`src/rtl/des_f_pipeline.sv`:
```
// Two-stage pipelined DES round function f(R, K) with valid/ready handshakes.
// Stage A registers E(R) ^ K; stage B registers P(S(xa)).

module des_f_sbox #(
  parameter logic [255:0] TABLE = '0
) (
  input  logic [5:0] sin,
  output logic [3:0] sout
);
  // Row is {b1,b6} and column is b2..b5; entry 0 sits in the top nibble of TABLE.
  logic [5:0] idx;

  assign idx  = {sin[5], sin[0], sin[4:1]};
  assign sout = TABLE[{~idx, 2'b11} -: 4];
endmodule

module des_f_pipeline #(
  parameter int TAG_W = 4
) (
  input  logic             clk,
  input  logic             rst_n,
  input  logic             in_valid,
  output logic             in_ready,
  input  logic [31:0]      in_r,
  input  logic [47:0]      in_k,
  input  logic [TAG_W-1:0] in_tag,
  input  logic             flush,
  output logic             out_valid,
  input  logic             out_ready,
  output logic [31:0]      out_f,
  output logic [TAG_W-1:0] out_tag
);

  localparam logic [255:0] SBOX_TAB [8] = '{
    256'hE4D12FB83A6C5907_0F74E2D1A6CB9538_41E8D62BFC973A50_FC8249175B3EA06D,
    256'hF18E6B34972DC05A_3D47F28EC01A69B5_0E7BA4D158C6932F_D8A13F42B67C05E9,
    256'hA09E63F51DC7B428_D709346A285ECBF1_D6498F30B12C5AE7_1AD069874FE3B52C,
    256'h7DE3069A1285BC4F_D8B56F03472C1AE9_A690CB7DF13E5284_3F06A1D8945BC72E,
    256'h2C417AB6853FD0E9_EB2C47D150FA3986_421BAD78F9C5630E_B8C71E2D6F09A453,
    256'hC1AF92680D34E75B_AF427C9561DE0B38_9EF528C3704A1DB6_432C95FABE17608D,
    256'h4B2EF08D3C975A61_D0B7491AE35C2F86_14BDC37EAF680592_6BD814A7950FE23C,
    256'hD2846FB1A93E50C7_1FD8A374C56B0E92_7B419CE206ADF358_21E74A8DFC90356B
  };

  logic             va_q, va_d;
  logic [47:0]      xa_q, xa_d;
  logic [TAG_W-1:0] ta_q, ta_d;
  logic             vb_q, vb_d;
  logic [31:0]      fb_q, fb_d;
  logic [TAG_W-1:0] tb_q, tb_d;

  logic             adv_a;
  logic             adv_b;
  logic [47:0]      e_r;
  logic [31:0]      s_out;
  logic [31:0]      p_out;

  // Bit 31 of R is DES bit 1, so DES bit i lives at in_r[32-i].
  assign e_r = {in_r[0], in_r[31:27], in_r[28:23], in_r[24:19], in_r[20:15],
                in_r[16:11], in_r[12:7], in_r[8:3], in_r[4:0], in_r[31]};

  for (genvar g = 0; g < 8; g++) begin : g_sbox
    des_f_sbox #(
      .TABLE (SBOX_TAB[g])
    ) u_sbox (
      .sin  (xa_q[47-6*g -: 6]),
      .sout (s_out[31-4*g -: 4])
    );
  end

  assign p_out = {s_out[16], s_out[25], s_out[12], s_out[11],
                  s_out[3],  s_out[20], s_out[4],  s_out[15],
                  s_out[31], s_out[17], s_out[9],  s_out[6],
                  s_out[27], s_out[14], s_out[1],  s_out[22],
                  s_out[30], s_out[24], s_out[8],  s_out[18],
                  s_out[0],  s_out[5],  s_out[29], s_out[23],
                  s_out[13], s_out[19], s_out[2],  s_out[26],
                  s_out[10], s_out[21], s_out[28], s_out[7]};

  assign adv_b    = !vb_q || out_ready;
  assign adv_a    = !va_q || adv_b;
  assign in_ready = adv_a;

  assign out_valid = vb_q;
  assign out_f     = fb_q;
  assign out_tag   = tb_q;

  always_comb begin
    va_d = va_q;
    xa_d = xa_q;
    ta_d = ta_q;
    vb_d = vb_q;
    fb_d = fb_q;
    tb_d = tb_q;
    if (adv_a) begin
      va_d = in_valid;
      if (in_valid) begin
        xa_d = e_r ^ in_k;
        ta_d = in_tag;
      end
    end
    if (adv_b) begin
      vb_d = va_q;
      if (va_q) begin
        fb_d = p_out;
        tb_d = ta_q;
      end
    end
    // Flush only kills the valid bits; stale data is harmless once invalid.
    if (flush) begin
      va_d = 1'b0;
      vb_d = 1'b0;
    end
  end

  always_ff @(posedge clk or negedge rst_n) begin
    if (!rst_n) begin
      va_q <= 1'b0;
      xa_q <= '0;
      ta_q <= '0;
      vb_q <= 1'b0;
      fb_q <= '0;
      tb_q <= '0;
    end else begin
      va_q <= va_d;
      xa_q <= xa_d;
      ta_q <= ta_d;
      vb_q <= vb_d;
      fb_q <= fb_d;
      tb_q <= tb_d;
    end
  end

endmodule

```
`config.mk`:
```
export PLATFORM = sky130hd
export DESIGN_NAME = des_f_pipeline
export DESIGN_NICKNAME = d
export VERILOG_FILES = /design/src/rtl/des_f_pipeline.sv
export SDC_FILE = /design/constraint.sdc
export NUM_CORES = 1
export LEC_CHECK = 0
export ABC_AREA = 0
export BUFFER_PORTS_ARGS = -buffer_cell sky130_fd_sc_hd__buf_4
export CORE_MARGIN = 1
export CORE_UTILIZATION = 35
export DETAILED_ROUTE_END_ITERATION = 8
export RECOVER_POWER = 100
export SLEW_MARGIN = 10
export SYNTH_ARGS = -nofsm -noshare
export SYNTH_HDL_FRONTEND = slang
export SYNTH_HIERARCHICAL = 1
export SYNTH_SLANG_ARGS = --single-unit
```
`constraint.sdc`:
```
create_clock -name clk -period 3.8 [get_ports clk]
set_input_delay 0.76 -clock clk [delete_from_list [all_inputs] [get_ports clk]]
set_output_delay 0.76 -clock clk [all_outputs]
set_load 0.02 [all_outputs]
```
==> impl_metrics.toml <==
[outcome]
run_status = "complete, but fails checks"
violations = "capacitance limit, slew limit"

[sta]
rsz0062_at_grt = "no"
fin_crit_sh = 0.805
post-route-min-period_ns = 3.06
hold_violations = 0
worst_pin_slew_ns = 2.52
hold_ws_ns = 0.435
clock-skew-final_ns = 0.00521
slew_headroom = -0.682
max_freq_ghz = 0.327
fin_tns_setup_ns = 0
slew_violations = 37
finalSetupViolations = 0

[setup_path]
crit_arrival_ns = 3.29
crit_path_start_kind = "input pin"
required_ns = 4.03
crit_type = "in2reg"
critPathCaptureType = "register"
cp_max_fo = 36

[synthesis]
syn-instance-count = 939
synth-seq-area-share = 0.250
syn_avg_cell_area_um2 = 9.61
synth_edf_count = 0
synthDistinctLibCells = 97
ys_ff_latch = 90
yosysWarningCount = 6
ys_dominant_reg_cell = "dfrtp_1"
synthArstFlopShare = 1.00
syn_area_um2 = 9020
syn_nets = 1091

[cts]
cts_made_buffers = 9
clkSinkCount = 90
cts_buffer_depth = 2
htreeDepth = 3
cts_tree = "built"
root_buffer = "clkbuf_16"
clkTransAtPathRegs_ns = 0.07
cts_resized = 0
insertion_delay_ns = 0.35
cts_setup_buffers = 0
holdBufCountCts = 0

[grt]
grt_pass1_wl_um = 33900
grt_use_total = 0.157
first_global_vias = 6626
grt-ovfl-total = 0
grt_max_degree = 49
antenna_found_initial = 0

[floorplanning]
ioPinCount = 127
dieArea_um2 = 26400
core-area_um2 = 25300
rows = 58
start_util = 0.357
die_height_um = 163
fp.dieW_um = 163

[route]
firstDrtPassIters = 5
drt_iter0_drc = 278
via_per_inst = 5.38
ant_nets = 0
drc = 0
wirelength_um = 20400
vias = 7181
wl_per_cell_um = 15.3

[final_layout]
seqCellArea_um2 = 2250
num_antenna_cells = 0
drive_above_1_share = 0.214
nets = 1152
fillers = 2514
area_growth_pct = 11.1
multi_input_area_um2 = 6050
final_area_um2 = 10000

[pwr]
power_density_nw_per_um2 = 488
max-vdd-ir-drop_mv = 0.221
p_leak_nw = 4.29
p_total_w = 0.00489

[placed_design]
routabilityCongestion = 0.860
dp_hpwl_um = 14400
placed_area_um2 = 9880
io_buffers = 126

[hold_path]
hold_class = "in2async"

[job]
cap_violations = 1
==> through the flow <==
step	util	worst slack [ns]	std cells
final	0.397	0.742	1335
after floorplan	-	1.30	939
after detailed placement	0.391	1.07	1319
after CTS	0.404	1.06	1335
after global routing	0.397	0.490	1335
after global placement	0.391	1.15	1319
==> logic make-up (layout without fill, tap and decap cells) <==
group / count (synthesis) / after routing / synth area share
XOR/XNOR: 65 / 65 / 0.0631
flip-flops: 90 / 90 / 0.250
adder cells (fa/ha/maj): 64 / 64 / 0.0885
buffers and inverters: 127 / 193 / 0.0800
multiplexers: 148 / 148 / 0.204
AO/OA/AOI/OAI: 228 / 228 / 0.187
AND/OR/NAND/NOR: 217 / 217 / 0.128
==> synthesized netlist by cell type, types with 17 or more instances <==
library cell   n  area share
mux2i_1       34       0.038
buf_2         38       0.021
ha_1          63       0.087
a21oi_1       49       0.027
inv_1         43       0.018
a211oi_1      18       0.015
mux4_2        17       0.042
nand2b_1      20       0.014
nand2_1       46       0.019
o21ai_0       27       0.015
mux2_2        63       0.079
dfrtp_1       90        0.25
mux2_1        30       0.037
xor2_1        54       0.052
nor2_1        49       0.020
nor3_1        22       0.012
==> layer usage <==
layer / GRT usage / vias to the layer above / share of wire
li1: - / 3561 / -
met1: 0.219 / 3416 / 0.46
met2: 0.256 / 192 / 0.48
met3: 0.0262 / 12 / 0.046
met4: 0.0310 / 0 / 0.0082
met5: 0 / - / 0
==> where the power goes <==
part           leakage (nW)  internal [W]  switching [W]
Combinational          3.09       0.00108        0.00113
Clock                 0.152      0.000549       0.000402
Sequential             1.06       0.00122       0.000503
==> critical path: stages <==
cell      delay [ns]
clkbuf_1        0.12
o21ai_4         0.12
clkbuf_1        1.80
mux2_2          0.46
==> cell usage in the layout, fill, tap and decap left out, types with 34 or more instances in the layout <==
cell / Yosys / layout
mux2i_1: 34 / 34
a21oi_1: 49 / 49
dfrtp_1: 90 / 90
nand2_1: 46 / 47
mux2_2: 63 / 63
buf_4: 8 / 88
nor2_1: 49 / 49
ha_1: 63 / 63
inv_1: 43 / 43
clkbuf_1: 13 / 42
xor2_1: 54 / 54
==> flip-flops by register name, summed over array words and instances, names as in the netlist <==
signal	flops
va_q	1
out_valid	1
xa_q	48
out_tag	4
out_f	32
ta_q	4
==> final timing paths <==
check | start | slack [ns] | cells after the start | to
min in group clk | out_f[1]$_DFFE_PN0P_ | 0.49 | 1 | out_f[1]$_DFFE_PN0P_
setup / recovery | out_ready | 0.74 | 4 | out_f[0]$_DFFE_PN0P_
max in group asynchronous | rst_n | 1.74 | 2 | out_f[18]$_DFFE_PN0P_
setup reg to reg | out_valid$_DFFE_PN0P_ | 0.80 | 4 | out_f[0]$_DFFE_PN0P_
hold reg to reg | out_f[1]$_DFFE_PN0P_ | 0.49 | 1 | out_f[1]$_DFFE_PN0P_
hold / removal | rst_n | 0.44 | 1 | xa_q[35]$_DFFE_PN0P_
==> area by class of cell <==
type                    count  area share
clock buffers              11      0.0252
clock inverters             5     0.00599
inverters                  46      0.0172
multi-input cells         722       0.603
flip-flops and latches     90       0.225
well taps                 330      0.0412
repair buffers            131      0.0822
Note: power is estimated with default switching activity, not from simulation.
